[src/rtl/matmul_pkg.sv]
// Shared types and constants for the MATMUL2 microcode-mode sequencer.
// Decode uses the opcode/funct3 constants to raise start_req/end_req.
package matmul_pkg;

    typedef enum logic [1:0] {
        ST_NORMAL = 2'b00,
        ST_ENTER  = 2'b01,
        ST_MATMUL = 2'b10,
        ST_EXIT   = 2'b11
    } mm_state_e;

    localparam logic [6:0] MATMUL_OPCODE = 7'b1111010;
    localparam logic [2:0] F3_START      = 3'b000;
    localparam logic [2:0] F3_END        = 3'b111;

    // Fetch is pointed at the microcode ROM in these states.
    function automatic logic in_ucode(input mm_state_e s);
        return (s == ST_ENTER) || (s == ST_MATMUL);
    endfunction

endpackage

[src/rtl/matmul_wdt.sv]
// Watchdog cycle counter for MATMUL mode; only built with MATMUL_WATCHDOG_EN.
// o_tc is high on the LIMIT-th enabled cycle after a clear.
module matmul_wdt #(
    parameter int LIMIT = 1024
) (
    input  logic i_clk,
    input  logic i_rst_n,
    input  logic i_clr,
    input  logic i_en,
    output logic o_tc
);
    localparam int CW = $clog2(LIMIT + 1);

    logic [CW-1:0] r_cnt;

    always_ff @(posedge i_clk) begin
        if (!i_rst_n) begin
            r_cnt <= '0;
        end else if (i_clr) begin
            r_cnt <= '0;
        end else if (i_en && !o_tc) begin
            r_cnt <= r_cnt + 1'b1;
        end
    end

    // Terminal count one early so the exit edge is the LIMIT-th MATMUL cycle.
    assign o_tc = i_en && (r_cnt == CW'(LIMIT - 1));

endmodule

[src/rtl/matmul_mode_ctrl.sv]
// MATMUL2 mode sequencer: NORMAL -> ENTER -> MATMUL -> EXIT -> NORMAL.
// Optional forced-exit watchdog is built when MATMUL_WATCHDOG_EN is defined.
module matmul_mode_ctrl
    import matmul_pkg::*;
#(
    parameter logic [31:0] UCODE_BASE = 32'h0000_0000,
    parameter int          WDT_LIMIT  = 1024
) (
    input  logic        clk,
    input  logic        reset,
    input  logic        start_req,
    input  logic        end_req,
    input  logic [31:0] pc_d,
    input  logic        stall_d,
    output logic        save_pc,
    output logic [31:0] pc_backup,
    output logic        im_sel,
    output logic        redirect,
    output logic [31:0] redirect_pc,
    output logic        flush_fd,
    output logic        mode_active,
    output logic        illegal,
    output logic        wdt_fired
);
    mm_state_e   r_state;
    logic [31:0] r_pc_backup;
    logic        r_illegal;
    logic        r_wdt_fired;

    logic w_start_ok;
    logic w_end_ok;
    logic w_illegal_evt;
    logic w_wdt_exit;

    assign w_start_ok = (r_state == ST_NORMAL) && start_req && !stall_d;
    assign w_end_ok   = (r_state == ST_MATMUL) && end_req && !stall_d;

    // Start wins in NORMAL and end wins in MATMUL, so the loser is not flagged.
    assign w_illegal_evt = !stall_d &&
        (((r_state == ST_NORMAL) && end_req && !start_req) ||
         ((r_state == ST_MATMUL) && start_req && !end_req));

`ifdef MATMUL_WATCHDOG_EN
    logic w_wdt_tc;

    matmul_wdt #(
        .LIMIT (WDT_LIMIT)
    ) u_wdt (
        .i_clk   (clk),
        .i_rst_n (reset),
        .i_clr   (r_state == ST_ENTER),
        .i_en    (r_state == ST_MATMUL),
        .o_tc    (w_wdt_tc)
    );

    assign w_wdt_exit = w_wdt_tc && !w_end_ok;
`else
    logic w_unused_wdt_cfg;

    assign w_unused_wdt_cfg = (WDT_LIMIT > 0);
    assign w_wdt_exit       = 1'b0;
`endif

    always_ff @(posedge clk) begin
        if (!reset) begin
            r_state     <= ST_NORMAL;
            r_pc_backup <= '0;
            r_illegal   <= 1'b0;
            r_wdt_fired <= 1'b0;
        end else begin
            if (w_illegal_evt) r_illegal <= 1'b1;
            case (r_state)
                ST_NORMAL: begin
                    if (w_start_ok) begin
                        r_pc_backup <= pc_d + 32'd4;
                        r_state     <= ST_ENTER;
                    end
                end
                ST_ENTER:  r_state <= ST_MATMUL;
                ST_MATMUL: begin
                    if (w_end_ok) begin
                        r_state <= ST_EXIT;
                    end else if (w_wdt_exit) begin
                        r_state     <= ST_EXIT;
                        r_wdt_fired <= 1'b1;
                    end
                end
                ST_EXIT:   r_state <= ST_NORMAL;
                default:   r_state <= ST_NORMAL;
            endcase
        end
    end

    // Redirect controls decode directly from state so fetch sees them this cycle.
    assign save_pc     = w_start_ok;
    assign pc_backup   = r_pc_backup;
    assign im_sel      = in_ucode(r_state);
    assign mode_active = in_ucode(r_state);
    assign redirect    = (r_state == ST_ENTER) || (r_state == ST_EXIT);
    assign flush_fd    = redirect;
    assign redirect_pc = (r_state == ST_ENTER) ? UCODE_BASE :
                         (r_state == ST_EXIT)  ? r_pc_backup : 32'h0;
    assign illegal     = r_illegal;
    assign wdt_fired   = r_wdt_fired;

endmodule

[config.mk]
export PLATFORM = sky130hd
export DESIGN_NAME = matmul_mode_ctrl
export DESIGN_NICKNAME = d
export VERILOG_FILES = /design/src/rtl/matmul_pkg.sv /design/src/rtl/matmul_wdt.sv /design/src/rtl/matmul_mode_ctrl.sv
export SDC_FILE = /design/constraint.sdc
export NUM_CORES = 1
export LEC_CHECK = 0
export CORE_MARGIN = 2
export CORE_UTILIZATION = 30
export DETAILED_ROUTE_END_ITERATION = 8
export PLACE_DENSITY = 0.73
export SYNTH_ARGS = -nofsm -noshare
export SYNTH_HDL_FRONTEND = slang
export SYNTH_SLANG_ARGS = --single-unit
[constraint.sdc]
create_clock -name clk -period 2.78 [get_ports clk]
set_input_delay 0.695 -clock clk [delete_from_list [all_inputs] [get_ports clk]]
set_output_delay 0.695 -clock clk [all_outputs]
set_load 0.02 [all_outputs]
# [Word-level counts from Yosys, hierarchy flattened]
# Index checks and enable logic that the tools add are counted.
[totals] reg_bits=35 input_bits=37 word_cells=32
[op_classes] add_sub_neg=1 eq_ne=5 mux=5 reduce_logical=18
[op_table] cell="$mux 32" n=2
[op_table] cell="$add 32x3->32 const B" n=1
[op_table] cell="$logic_and 1x1->1" n=9
[op_table] cell="$pmux 2 s4" n=1
[op_table] cell="$eq 2x2->1 const B" n=2
[op_table] cell="$mux 2" n=2
[op_table] cell="$ne 2x2->1 const B" n=2
[op_table] cell="$reduce_and 2->1" n=2
[op_table] cell="$logic_not 1->1" n=3
[op_table] cell="$logic_or 1x1->1" n=3
[op_table] cell="$eq 2x1->1 const B" n=1
[op_table] cell="$logic_not 2->1" n=1

# [Logic depth before layout (Yosys ltp)]
# Gate-level depths: netlist of the first run.
[logic_depth] word_depth=5 depth_mapped=8

# [Worst setup path after synthesis of the first run]
# No wires, ideal clock.
[synth_path] path_type="input-to-output" from="input port stall_d" to="output port save_pc" arrival_ns=1.842 required_time_ns=2.085 setup_slack_ns=0.243 cell_stages=4 cell_sequence="nand3b_1 > inv_1 > clkbuf_1 > buf_1"
[synth_between] elab_chain_len=2
[synth_rtl] item="start, declared" line="matmul_mode_ctrl.sv:14" text="input logic stall_d,"
[synth_rtl] item="$logic_not 1->1" line="matmul_mode_ctrl.sv:35" text="assign w_start_ok = (r_state == ST_NORMAL) && start_req && !stall_d;"
[synth_rtl] item="$logic_and 1x1->1" line="matmul_mode_ctrl.sv:35"
[synth_rtl] item="end, declared" line="matmul_mode_ctrl.sv:15" text="output logic save_pc,"
# No other way between the ends.

# [Worst setup path in the final report of the first run]
[layout_path] from="register r_state[1]" to="output port redirect_pc[26]"
[layout_between] elab_chain_len=3
[layout_rtl] item="start, declared" line="matmul_mode_ctrl.sv:25" text="mm_state_e r_state;"
[layout_rtl] item="start signal, assigned" line="matmul_mode_ctrl.sv:66" text="r_state <= ST_NORMAL;"
[layout_rtl] item="start signal, assigned" line="matmul_mode_ctrl.sv:76" text="r_state <= ST_ENTER;"
[layout_rtl] item="start signal, assigned" line="matmul_mode_ctrl.sv:79" text="ST_ENTER: r_state <= ST_MATMUL;"
[layout_rtl] item="$eq 2x2->1" line="matmul_mode_ctrl.sv:102" text="(r_state == ST_EXIT) ? r_pc_backup : 32'h0;"
[layout_rtl] item="$mux 32" line="matmul_mode_ctrl.sv:102"
[layout_rtl] item="$mux 32 (*)" line="matmul_mode_ctrl.sv:101" text="assign redirect_pc = (r_state == ST_ENTER) ? UCODE_BASE :"
[layout_rtl] item="end, declared" line="matmul_mode_ctrl.sv:19" text="output logic [31:0] redirect_pc,"
# Every way passes the cells marked *; elsewhere a longest branch is shown, timed or not.

==> metrics, run 1 <==
Worst EP required roughly 2.1 ns; fin. max-slew vios 0; fin crit share a little over nine tenths; HP Class reg -> reg; DRC 0; Syn-to-layout area delta 63.37%; first-pass GRT wire length 10570 µm; Worst Tran Pin Value 0.5115 ns; Setup TNS 0 ns; IO Count 108; Vias/cell around 5.0; crit path kind reg -> out; Yosys reg bits 35; clk_lat worst skew approximately 0.28 ns; Syn Area/Cell about 8.0 µm²; worst vdd ir roughly 0.21 mV; detailed router's first-iteration violation count 88; Row Count 30; Lkg Pwr 1.744 nW; Worst Clk Skew 0.002879 ns; clock slew at reported path FFs roughly 0.07 ns; Peak Freq roughly 370 MHz; post-CTS setup buffer count 0; GRT Overall Usage between 10% and 20%; Hold Path Cell Cnt 2; r2r worst-path depth 8; Placed Cells incl. Taps about 470; grt ovf 0; CTS tree done; yosys warns 0; Root Driver clkbuf_8; Post-Synthesis Cell Area roughly 2200 µm²; Clk pwr share 19.1%; RSZ-0062 raised after global routing no; htree depth 2; vias in the first global route around 2200; full die area 7902 µm²; leading area contributor after synthesis dfxtp_1; Startpoint Class register; Synth cell types 40; final instance area 3532 µm²; Synth Instances between 200 and 300; core footprint roughly 6900 µm²; final wirelength roughly 6700 µm; Post-CTS Hold Buffers 0; pwr/cell area just over 500 nW/µm²; Antenna Nets Post-Route 0; layout net count 425; Post-DP Area about 3400 µm²; ant diodes 0; WL per Instance 13.94 µm; sequential element share of the synthesized area between 30% and 40%; die width ~89 µm; Synth area leaders dfxtp_1 32%, and2_1 9.3%, o21ai_0 6.0%; Rel. slew slack between 60% and 70%; Mapped Nets 313; crit path time final 2.676 ns; combinational share of power around 44%; detailed placer's ending HPWL approximately 5100 µm; outcome complete, no violations; Worst EP arrival approximately 2.0 ns; ratio of cells with drive above 1 in the final layout 9.375%; Pre-Repair DR Iteration Count 4; Worst setup EP type output pin; Post-Layout Cell Count 480; via count roughly 2400; Starting Density 31.48%; clk sinks 35; share of the synthesized area in the top cell type about a third; # Max-Cap Violations 0; initial antenna violation count 0; switching share of power between 30% and 40%; Die Y between 80 and 90 µm; pre-CTS setup slack ~0.011 ns; Clock Path Buffers 2; Final Hold Fails 0; Num CTS Buffers 5; final setup vio count 0; Crit Path Max Fanout 7; Tot Pwr approximately 1.8 mW; RePlAce Congestion between 0.8 and 0.9; net switching power a little under 0.7 mW; Port Buffer Count around 110; number of fill cells in the layout between 600 and 700; Int Pwr around 1.1 mW; setup ws final just over 0.1 ns; Seq pwr share between 30% and 40%; largest net degree at the start of global routing just over 60
-- critical path: stages, from the launching register on --
cell and delay (ns):
dfxtp_1 0.37, inv_1 0.08, ha_1 0.21, nor2b_2 0.16
buf_4 0.17, and2_1 0.12, clkdlybuf4s50_1 0.60
-- placed cells by master, fill, tap and decap left out, types with 6 or more instances in the layout --
cell type / Yosys / final
nor2_1: 12 / 12
buf_4: 3 / 17
nand4_1: 9 / 9
nor3_1: 8 / 8
and4_1: 6 / 6
or3_1: 7 / 7
o21ai_0: 26 / 26
dfxtp_1: 35 / 35
and2_1: 32 / 32
a21oi_1: 7 / 7
a31oi_1: 12 / 12
nand2_1: 12 / 12
nand3_1: 9 / 9
o31ai_1: 7 / 7
clkdlybuf4s50_1: 0 / 74
or4_1: 7 / 7
nor4_1: 7 / 7
inv_1: 10 / 9
dlymetal6s2s_1: 0 / 27
a211oi_1: 11 / 11
-- worst paths after layout --
path	startpoint	end	slack, ns
worst max-delay path	r_state[1]	redirect_pc[26]	0.10
worst min-delay path	pc_backup[0]	pc_backup[0]	0.47
worst max register to register	r_state[0]	pc_backup[24]	0.96
worst min register to register	pc_backup[0]	pc_backup[0]	0.47
-- final cells by class --
cell class	instances	area, µm²	area share, %
Clock inverter	3	15.01	0.4251
Clock buffer	5	68.82	1.948
Multi-Input combinational cell	207	1329	37.62
Sequential cell	35	700.7	19.84
Tap cell	96	120.1	3.401
Timing Repair Buffer	124	1261	35.71
Inverter	10	37.54	1.063
-- cells in the mapped netlist --
library cell   n
dfxtp_1       35
and2_1        32
o21ai_0       26
clkbuf_1      13
a31oi_1       12
nand2_1       12
nor2_1        12
a211oi_1      11
inv_1         10
nand3_1        9
nand4_1        9
nor3_1         8
a21oi_1        7
nor4_1         7
o31ai_1        7
or3_1          7
or4_1          7
and4_1         6
ha_1           5
xnor2_1        5
xor2_1         4
buf_4          3
nand3b_1       3
a311oi_1       2
buf_6          2
nand2b_1       2
or4_4          2
a22oi_1        1
a31o_2         1
buf_1          1
conb_1         1
mux2i_1        1
nand2_4        1
nand3_2        1
nand4_4        1
nor2b_1        1
o221a_2        1
or2_1          1
or2_2          1
or3_2          1
-- stage by stage --
step | util, % | hold slack, ns
floorplan | - | 0.5136
global placement | 49.25 | 0.4557
detailed placement | 49.25 | 0.4613
CTS | 50.44 | 0.4711
global route | 51.42 | 0.4873
finish | 51.42 | 0.4695
-- kinds of logic after synthesis --
group | Yosys count | share of synthesized area, %
xor+xnor | 9 | 3.646
mux | 1 | 0.4630
buf+inv | 29 | 6.250
fa+ha+maj | 5 | 2.894
flops | 35 | 32.41
simple gates | 123 | 34.72
other cells | 1 | 0.1734
compound gates | 68 | 19.44
-- power by group through the flow --
| stage | Sequential [mW] | Combinational [mW] | Clock (mW) |
|---|---|---|---|
| floorplan | 0.768 | 0.336 | 0 |
| global placement | 0.679 | 0.794 | 0 |
| detailed placement | 0.683 | 0.811 | 0 |
| CTS | 0.673 | 0.813 | 0.361 |
| global route | 0.687 | 0.874 | 0.386 |
| finish | 0.671 | 0.804 | 0.349 |
-- layer usage --
metal | routed length [µm] | vias up | global-route usage [%]
met5 | 0 | - | 0
met4 | 41 | 0 | 3.994
met3 | 526 | 6 | 4.063
met2 | 3149 | 93 | 27.41
met1 | 2973 | 1090 | 23.02
li1 | - | 1222 | -
-- flip-flops by register name (all words and copies together), names as in the netlist --
| signal | cells |
|---|---|
| r_state | 2 |
| illegal | 1 |
| pc_backup | 32 |
-- repair_timing --
item / in CTS / in global routing
pin swaps: 0 / 0
resized for setup: 6 / 27
setup endpoints to repair: 26 / 27
Note: power is estimated with default switching activity, not from simulation.
==> run 2: changes to the inputs <==
- CAP_MARGIN: unset -> 20
- DONT_BUFFER_PORTS: unset -> 1
- PLACE_DENSITY: 0.73 -> 0.54
==> metrics, run 2 (synthesis results as in run 1) <==
outcome complete, no violations; Port Buffer Count 0; Tot Pwr roughly 1.5 mW; number of flip-flops under the largest register name 32; final wirelength a little over 6000 µm; met3 wire len a little under 700 µm; GRT Overall Usage between 15 and 20%; Worst EP required 2.09 ns; FF-to-FF Start r_state[0]; first-pass GRT wire length 9522 µm; # Max-Cap Violations 0; Post-CTS Hold Buffers 0; Worst EP arrival 1.61 ns; hold endpoint pc_backup[2]; commonest non-fill, non-tap cell in the layout dfxtp_1; largest net degree at the start of global routing 33; IO Count about 110; via count roughly 2000; Crit Path Max Fanout 32; grt ovf 0; Die Y 88.90 µm; pwr/cell area 661.4 nW/µm²; fin. max-slew vios 0; Pre-Repair DR Iteration Count 4; CP delay by family, top simple AND/OR/NAND/NOR gates; crit path buf inv count 2; clk sinks 35; number of fill cells in the layout roughly 740; crit path time final ~2.3 ns; Vias/cell 5.536; Resized Gates After CTS 0; CP max stage delay 0.38 ns; clock slew at reported path FFs approximately 0.070 ns; Placed Cells incl. Taps between 300 and 400; detailed router's first-iteration violation count 58; RePlAce Congestion between 0.7 and 0.8; highest-delay cell along the critical path dfxtp_1; detailed placer's ending HPWL roughly 4500 µm; Row Count 30; layout net count ~310; crit path kind reg -> out; WL per Instance approximately 17 µm; Rel. slew slack 64.69%; worst vdd ir approximately 0.17 mV; final instance area about 2300 µm²; Post-DP Area 2240 µm²; Startpoint Class register; core footprint between 6000 and 7000 µm²; DRC 0; Syn-to-layout area delta 7.639%; Post-Layout Cell Count 362; commonest non-fill, non-tap cells in the layout 35 x dfxtp_1, 32 x and2_1, 26 x o21ai_0; Worst Hold Launch pc_d[2]; Antenna Nets Post-Route 0; die width 88.90 µm; initial antenna violation count 0; CTS tree done; fin crit share between 80% and 90%; vias in the first global route roughly 1900; Worst Tran Pin Value 0.5249 ns; Peak Freq about 430 MHz; Setup TNS 0 ns; Worst Clk Skew 0.001040 ns; full die area roughly 7900 µm²; reg2reg end pc_backup[10]; RSZ-0062 raised after global routing no; Worst setup EP type output pin; Lkg Pwr ~0.8 nW; post-CTS setup buffer count 0; ant diodes 0; clk_lat worst skew 0.28 ns; HP Class in -> reg; met2 WL ~2700 µm; Hold Path Cell Cnt 1; worst-path cell chain inv_1 > ha_1 > nor2b_2 > buf_4 > and2_1; Clock Path Buffers 2; M1 WL about 2600 µm; htree depth 2; highest routed metal layer met4; Final Hold Fails 0; reg-to-reg slack, setup between 0.8 and 0.9 ns; Starting Density 31.48%; Fin Hold WS between 0.5 and 0.6 ns; r2r worst-path depth 8; Num CTS Buffers 5; Root Driver clkbuf_8; ratio of cells with drive above 1 in the final layout about a tenth; final setup vio count 0
run 2: worst reg2reg max path, cell delays in order, from the launching register on:
cell	delay, ns
dfxtp_1	0.34
inv_1	0.09
ha_1	0.22
nand3b_1	0.10
buf_4	0.19
inv_2	0.31
buf_4	0.29
nor2_1	0.06
a311oi_1	0.25
run 2: area by class of cell:
class	instances	area (µm²)	share of cell area, %
multi-input cells	207	1329	57.10
flip-flops and latches	35	700.7	30.11
well taps	96	120.1	5.161
clock buffers	6	82.58	3.548
repair buffers	7	52.55	2.258
inverters	10	37.54	1.613
clock inverters	1	5.005	0.2151
run 2: power breakdown:
group          switching, mW  total, mW  internal (mW)
Combinational          0.243      0.378          0.135
Sequential             0.185      0.783          0.598
Clock                  0.184      0.378          0.195
run 2: metal layers:
layer	vias up	GRT usage, %
met1	913	18.52
li1	991	-
met2	95	24.97
met4	0	5.372
met5	-	0
met3	5	7.849
run 2: how the worst max path moves through the flow:
stage / start / to / slack [ns] / depth (start not counted)
floorplan: stall_d / save_pc / 0.24 / 4
global placement: pc_d[2] / pc_backup[26] / 0.52 / 5
detailed placement: pc_d[2] / pc_backup[22] / 0.48 / 5
CTS: r_state[1] / redirect_pc[29] / 0.43 / 5
global route: r_state[1] / redirect_pc[15] / 0.33 / 5
finish: r_state[1] / redirect_pc[29] / 0.48 / 5
run 2: stage by stage:
stage | util (%) | worst slack (ns)
2_1_floorplan | - | 0.2427
3_3_place_gp | 32.60 | 0.5218
3_5_place_dp | 32.60 | 0.4819
4_1_cts | 33.88 | 0.4330
5_1_grt | 33.88 | 0.3331
6_report | 33.88 | 0.4779
